`config.mk`:
```
export PLATFORM = sky130hd
export DESIGN_NAME = inst_fetch_queue
export DESIGN_NICKNAME = d
export VERILOG_FILES = /design/src/rtl/inst_fetch_queue.sv
export SDC_FILE = /design/constraint.sdc
export NUM_CORES = 1
export LEC_CHECK = 0
export ABC_AREA = 1
export CAP_MARGIN = 20
export CORE_ASPECT_RATIO = 0.7
export CORE_MARGIN = 3
export CORE_UTILIZATION = 55
export CTS_CLUSTER_DIAMETER = 120
export DETAILED_ROUTE_END_ITERATION = 8
export PLACE_DENSITY_LB_ADDON = 0.3
export SLEW_MARGIN = 15
export SYNTH_ARGS = -nofsm -noshare
export SYNTH_HDL_FRONTEND = slang
export SYNTH_SLANG_ARGS = --single-unit
```
`constraint.sdc`:
```
create_clock -name clk -period 3.1 [get_ports clk]
set_input_delay 0.465 -clock clk [delete_from_list [all_inputs] [get_ports clk]]
set_output_delay 0.465 -clock clk [all_outputs]
set_load 0.005 [all_outputs]
```
`src/rtl/inst_fetch_queue.sv`:
```
// rtl/inst_fetch_queue.sv - fetch PC owner and prefetch queue feeding decode
// Optional IFQ_BYPASS_EN: an ack into an empty queue drives the outputs combinationally.
module inst_fetch_queue #(
    parameter int DEPTH = 4,
    parameter int AW    = 16,
    parameter int DW    = 16
) (
    input  logic                     clk,
    input  logic                     rst,
    input  logic                     stall,
    input  logic                     redirect,
    input  logic [AW-1:0]            redirect_pc,
    output logic                     imem_req,
    output logic [AW-1:0]            imem_addr,
    input  logic                     imem_ack,
    input  logic [DW-1:0]            imem_rdata,
    output logic [DW-1:0]            inst_out,
    output logic [AW-1:0]            inst_pc,
    output logic                     inst_valid,
    output logic [$clog2(DEPTH):0]   q_count
);

    localparam int PW = $clog2(DEPTH);
    localparam logic [PW:0] FULL_CNT = (PW+1)'(DEPTH);

    logic [DW-1:0] data_q [DEPTH];
    logic [AW-1:0] pc_q   [DEPTH];
    logic [AW-1:0] fetch_pc;
    logic [PW-1:0] rd_ptr;
    logic [PW-1:0] wr_ptr;
    logic [PW:0]   count;
    logic          discard;

    logic xfer;
    logic accept;
    logic head_valid;
    logic push;
    logic pop;

    assign xfer       = imem_req && imem_ack;
    // A response is kept only if no redirect has superseded the request.
    assign accept     = xfer && !discard && !redirect;
    assign head_valid = (count != '0);
    assign pop        = head_valid && !stall && !redirect;
    assign q_count    = count;

`ifdef IFQ_BYPASS_EN
    logic bypass;
    assign bypass     = accept && !head_valid;
    assign push       = accept && !(bypass && !stall);
    assign inst_valid = head_valid || bypass;
    assign inst_out   = head_valid ? data_q[rd_ptr] : (bypass ? imem_rdata : '0);
    assign inst_pc    = head_valid ? pc_q[rd_ptr]   : (bypass ? fetch_pc   : '0);
`else
    assign push       = accept;
    assign inst_valid = head_valid;
    assign inst_out   = head_valid ? data_q[rd_ptr] : '0;
    assign inst_pc    = head_valid ? pc_q[rd_ptr]   : '0;
`endif

    always_ff @(posedge clk) begin
        if (push) begin
            data_q[wr_ptr] <= imem_rdata;
            pc_q[wr_ptr]   <= fetch_pc;
        end
    end

    always_ff @(posedge clk) begin
        if (!rst) begin
            fetch_pc  <= '0;
            count     <= '0;
            rd_ptr    <= '0;
            wr_ptr    <= '0;
            discard   <= 1'b0;
            imem_req  <= 1'b0;
            imem_addr <= '0;
        end else begin
            // Request stays stable until acked; a fresh one issues the following cycle.
            if (xfer) begin
                imem_req <= 1'b0;
            end else if (!imem_req && !redirect && count < FULL_CNT) begin
                imem_req  <= 1'b1;
                imem_addr <= fetch_pc;
            end

            if (redirect) begin
                count    <= '0;
                rd_ptr   <= '0;
                wr_ptr   <= '0;
                fetch_pc <= redirect_pc;
                discard  <= imem_req && !imem_ack;
            end else begin
                if (xfer)
                    discard <= 1'b0;
                if (accept)
                    fetch_pc <= fetch_pc + AW'(1);
                if (push)
                    wr_ptr <= wr_ptr + PW'(1);
                if (pop)
                    rd_ptr <= rd_ptr + PW'(1);
                case ({push, pop})
                    2'b10:   count <= count + (PW+1)'(1);
                    2'b01:   count <= count - (PW+1)'(1);
                    default: count <= count;
                endcase
            end
        end
    end

endmodule

```
; ---- After elaboration in Yosys (flattened, before gate mapping)
; Memory sizes are Yosys's and may differ from the RTL's. A register that Yosys moved wholly into a read port is not among the register bits.
; Index checks and enable logic that the tools add are counted.
[op_classes]
addsub = 5
order_cmp = 1
n_eq_ne = 2
n_mux = 13
n_bitwise = 2
n_reduce_logical = 20
[op_table]
columns = operator, count
row1 = $mux 16, 4
row2 = $add 16x1->16 const B, 1
row3 = $logic_and 1x1->1, 8
row4 = $mux 2, 4
row5 = $pmux 3 s2, 1
row6 = $reduce_bool 2->1, 3
row7 = $logic_not 1->1, 5
row8 = $add 2x1->2 const B, 2
row9 = $mux 1, 4
row10 = $reduce_or 2->1, 2
row11 = $add 3x1->3 const B, 1
row12 = $lt 3x3->1 const B, 1
row13 = $reduce_bool 3->1, 1
row14 = $sub 3x1->3 const B, 1
row15 = $eq 2x1->1 const B, 1
row16 = $eq 2x2->1 const B, 1
row17 = $not 1->1, 2
row18 = $reduce_and 2->1, 1
[word_totals]
reg_bits = 41
ram_bits = 128
input_bits = 37
out_inout_bits = 53
elab_cells = 52
mem_count = 2
[mem_list]
columns = memory, words, width, rd, rd_ports_with_merged_regs, write_ports, line_no
row1 = data_q, 4, 16, 1, 1, 1, 26  ; logic [DW-1:0] data_q [DEPTH];
row2 = pc_q, 4, 16, 1, 1, 1, 27  ; logic [AW-1:0] pc_q [DEPTH];

; ---- Depth between registers and ports, before layout
[depth]
depth_word = 5
mapped_depth = 11
ltp_nobuf = 11

; ---- Worst setup path before layout
; No wires, ideal clock.
[synth_timing]
path_type = input to register
from = input port redirect
to = memory data_q[0][0] (enable)
setup_time_ns = 0.421
t_arrival_ns = 2.382
required_ns = 2.679
path_slack_ns = 0.297
cell_stages = 5
path_buffers = 2
path_cell_list = buf_2 > inv_1 > nand2_2 > buf_4 > nor2_1
[synth_between]
elab_chain_len = 4
[synth_lines]
columns = item, line_no
row1 = start: declaration, 11  ; input logic redirect,
row2 = $logic_not 1->1, 42  ; assign accept = xfer && !discard && !redirect;
row3 = $logic_and 1x1->1, 42
row4 = $mux 1, 62  ; if (push) begin
row5 = $mux 1 (implied by the code), 63  ; data_q[wr_ptr] <= imem_rdata;
row6 = end: declaration, 26
; Every way passes these cells.

==> summary.log <==
INFO  outcome        outcome=finished, final reports clean
INFO  critical_path  cp_data_required_time=2630ps
INFO  clock_network  cts_resized=0
INFO  global_routing grt_pass1_wl=26.6mm
INFO  timing         finalCritPeriodShare=92.0%
INFO  synthesis      post_synth_instance_area=7050um^2
INFO  global_routing global_route.overflow_total=0
INFO  detailed_routing wl=16.8mm
INFO  clock_network  master_cell_of_the_clock_root_buffer=sky130_fd_sc_hd__clkbuf_16
INFO  timing         actual_transition_at_the_worst_max_transition_pin=750ps
INFO  global_routing busiest_layer_in_global_routing=met2
INFO  synthesis      synth.ff_latch_count=171
INFO  timing         clock_skew=11.4ps
INFO  detailed_routing detailroute.via_count=5479
INFO  critical_path  cp.arrival=2390ps
INFO  synthesis      netlist_top_cells_area=sky130_fd_sc_hd__edfxtp_1 (55%), sky130_fd_sc_hd__dfxtp_1 (12%), sky130_fd_sc_hd__nor2_1 (9.4%)
INFO  clock_network  clock_tree_from_tritoncts=built
INFO  global_routing groute.layer.met3.usage=5.07%
INFO  hold_path      hp-class=flop to flop
INFO  cells_and_area postLayoutCellArea=8780um^2
INFO  synthesis      post-synth-top-area-fraction=54.5%
INFO  detailed_routing antenna_violating_nets_remaining=0
INFO  cells_and_area nNetsFinal=826
INFO  synthesis      syn_nets=738
INFO  floorplan      io-pin-count=90
INFO  detailed_routing drt_first_iter_violations=482
INFO  global_routing first_global_vias=5393
INFO  detailed_routing detailedRoute.firstPassIterationCount=5
INFO  global_routing use_met2=39.4%
INFO  power          vdd.ir_drop.worst=0.544mV
INFO  power          power_leakage=0.00311uW
INFO  detailed_routing route.detailed.wl_per_inst=17.7um
INFO  detailed_routing drc_markers=0
INFO  clock_network  cts.sinks=171
INFO  critical_path  worst-setup-path-type=flop to output port
INFO  timing         timing.final.max_slew_violations=0
INFO  floorplan      die_ar=14200um^2
INFO  global_routing grt_usage=24.1%
INFO  place          gp_congestion=0.926
INFO  critical_path  worst-path-max-fanout=19
INFO  place          placement.cell_area=8170um^2
INFO  synthesis      syn-instance-count=694
INFO  global_routing largest_net_degree_at_the_start_of_global_routing=65
INFO  synthesis      yosysWarningCount=0
INFO  clock_network  post_cts.repair.setup_buffers=0
INFO  clock_network  cts_inserted_buffers=17
INFO  critical_path  end_kind=output port
INFO  power          power_dens_cells=570nW/um^2
INFO  detailed_routing routed_via_density=5.76
INFO  clock_network  cts_max_path_buffers=2
INFO  timing         final_number_of_setup_violating_endpoints=0
INFO  cells_and_area synthToLayoutAreaGrowth=24.5%
INFO  timing         timing.slew.headroom=50.0%
INFO  global_routing met1_usage=31.7%
INFO  floorplan      placement_rows=33
INFO  global_routing antenna_found_initial=0
INFO  critical_path  worst_reg2reg_path_startpoint=imem_req$_SDFFE_PP0P_
INFO  timing         finalHoldViolCount=0
INFO  clock_network  clk_transition_reported_paths=60ps
INFO  timing         unrepaired_setup_endpoints_after_global_routing=no
INFO  job            timing.max_cap.violations=0
INFO  synthesis      synthDistinctLibCells=27
INFO  clock_network  htree_num_levels=4
INFO  cells_and_area antennaDiodeCount=0
INFO  floorplan      die_width=141um
INFO  synthesis      synth.avg_cell_area=10.2um^2
INFO  synthesis      synth_top_cell_by_area=sky130_fd_sc_hd__edfxtp_1
INFO  floorplan      die_span_in_y=101um
INFO  timing         finalCriticalPeriod=2850ps
INFO  critical_path  critPathLaunchType=flop
INFO  floorplan      area_inside_the_core_boundary=12100um^2
INFO  synthesis      ys_seq_area_share=66.7%
INFO  place          placement.io_buffers=89
INFO  timing         fin_setup_tns=0ps
INFO  clock_network  source_to_sink_clock_delay_at_the_later_pin_of_the_worst_skew_pair=420ps
INFO  place          place.detailed.hpwl=10.4mm
INFO  cells_and_area drive_above_1_share=7.17%
INFO  floorplan      floorplan.initialDensity=58.3%
INFO  clock_network  post_cts_hold_buffer_count=0
INFO  timing         clock.fmax=351MHz
INFO  hold_path      min-delay-start=discard$_SDFFE_PN0P_
==> area by class of cell <==
type / count / area (um^2)
tap: 157 / 196
timing repair buffer: 104 / 1040
clock inverter: 15 / 180
inverter: 46 / 176
fill: 776 / 3320
clock buffer: 17 / 425
sequential: 171 / 4710
multi-input combinational: 442 / 2050
==> Yosys cell counts <==
cell type / count
sky130_fd_sc_hd__nand2_1: 52
sky130_fd_sc_hd__nand3_1: 14
sky130_fd_sc_hd__buf_2: 8
sky130_fd_sc_hd__nand4_1: 2
sky130_fd_sc_hd__xnor2_1: 1
sky130_fd_sc_hd__a31oi_1: 1
sky130_fd_sc_hd__a211oi_1: 1
sky130_fd_sc_hd__nor3_2: 1
sky130_fd_sc_hd__buf_4: 2
sky130_fd_sc_hd__ha_1: 6
sky130_fd_sc_hd__nor3_4: 1
sky130_fd_sc_hd__o21ai_0: 101
sky130_fd_sc_hd__clkinv_1: 1
sky130_fd_sc_hd__inv_1: 45
sky130_fd_sc_hd__nor2_2: 1
sky130_fd_sc_hd__nor3_1: 2
sky130_fd_sc_hd__edfxtp_1: 128
sky130_fd_sc_hd__a22oi_1: 1
sky130_fd_sc_hd__fa_1: 1
sky130_fd_sc_hd__clkbuf_1: 20
sky130_fd_sc_hd__nor2_1: 177
sky130_fd_sc_hd__nand2_2: 2
sky130_fd_sc_hd__buf_1: 5
sky130_fd_sc_hd__a21oi_1: 67
sky130_fd_sc_hd__o21ai_1: 10
sky130_fd_sc_hd__nor2_4: 1
sky130_fd_sc_hd__dfxtp_1: 43
==> sequential cells by signal, indices dropped and copies added (netlist names), named ones only <==
name       cells
pc_q          64
q_count        3
imem_addr     16
fetch_pc      16
data_q        64
discard        1
wr_ptr         2
imem_req       1
rd_ptr         2
==> where the power goes <==
| part | internal (uW) | leakage (uW) | total (uW) | switching (uW) |
|---|---|---|---|---|
| logic | 134 | 0.00127 | 277 | 144 |
| registers | 2510 | 0.00153 | 2550 | 48.0 |
| clock network | 1330 | 0.000305 | 2170 | 840 |
| total | 3970 | 0.00311 | 5000 | 1030 |
==> cells by family (layout without fill, tap and decap cells) <==
kind of cell | after synthesis | count (layout) | share of synthesized area [%]
flip-flops | 171 | 171 | 66.7
XOR/XNOR | 1 | 1 | 0.124
AND/OR/NAND/NOR | 253 | 253 | 14.3
adder cells (fa/ha/maj) | 7 | 7 | 1.35
buffers and inverters | 81 | 182 | 4.56
AO/OA/AOI/OAI | 181 | 181 | 12.9
==> stage by stage <==
step | utilization, % | cells | power, uW | worst slack (ps) | hold slack (ps)
2_1_floorplan | - | 694 | 2710 | 297 | 436
3_3_place_gp | 67.4 | 919 | 2860 | 513 | 454
3_5_place_dp | 67.5 | 920 | 2870 | 495 | 463
4_1_cts | 72.5 | 952 | 5020 | 17.9 | 533
5_1_grt | 72.6 | 952 | 5140 | 62.8 | 566
6_report | 72.6 | 952 | 5000 | 248 | 537
==> placed cells by master (no fill, tap or decap), types with 2 or more instances in the layout <==
| master | n |
|---|---|
| sky130_fd_sc_hd__nor2_4 | 5 |
| sky130_fd_sc_hd__inv_1 | 45 |
| sky130_fd_sc_hd__bufinv_16 | 4 |
| sky130_fd_sc_hd__clkdlybuf4s50_1 | 89 |
| sky130_fd_sc_hd__o21ai_0 | 101 |
| sky130_fd_sc_hd__nand2_2 | 2 |
| sky130_fd_sc_hd__nor2_1 | 173 |
| sky130_fd_sc_hd__nand2_1 | 52 |
| sky130_fd_sc_hd__clkbuf_16 | 17 |
| sky130_fd_sc_hd__o21ai_1 | 10 |
| sky130_fd_sc_hd__clkinv_1 | 2 |
| sky130_fd_sc_hd__clkinv_2 | 7 |
| sky130_fd_sc_hd__nor3_1 | 2 |
| sky130_fd_sc_hd__edfxtp_1 | 128 |
| sky130_fd_sc_hd__buf_12 | 2 |
| sky130_fd_sc_hd__nand3_1 | 14 |
| sky130_fd_sc_hd__clkinv_4 | 2 |
| sky130_fd_sc_hd__nand4_1 | 2 |
| sky130_fd_sc_hd__dfxtp_1 | 42 |
| sky130_fd_sc_hd__ha_1 | 6 |
| sky130_fd_sc_hd__a21oi_1 | 67 |
| sky130_fd_sc_hd__buf_4 | 11 |
==> worst max-delay path, cell delays in order, from the launching register on <==
cell,delay [ps]
sky130_fd_sc_hd__dfxtp_1,330
sky130_fd_sc_hd__inv_1,330
sky130_fd_sc_hd__buf_8,290
sky130_fd_sc_hd__nor2_1,100
sky130_fd_sc_hd__o21ai_0,90
sky130_fd_sc_hd__a21oi_1,260
sky130_fd_sc_hd__clkdlybuf4s50_1,560
==> worst paths after layout <==
kind	cells past startpoint	slack, ps	end
max	6	250	inst_pc[0]
min	2	540	discard$_SDFFE_PN0P_
max reg2reg	10	990	q_count[2]$_SDFFE_PP0P_
min reg2reg	2	540	discard$_SDFFE_PN0P_
==> per-layer routing <==
metal | vias to the layer above | share of wire [%]
li1 | 2550 | -
met5 | - | 0
met3 | 41 | 8.1
met2 | 276 | 48
met1 | 2612 | 42
met4 | 0 | 1.8
(Power assumes the default switching activity.)
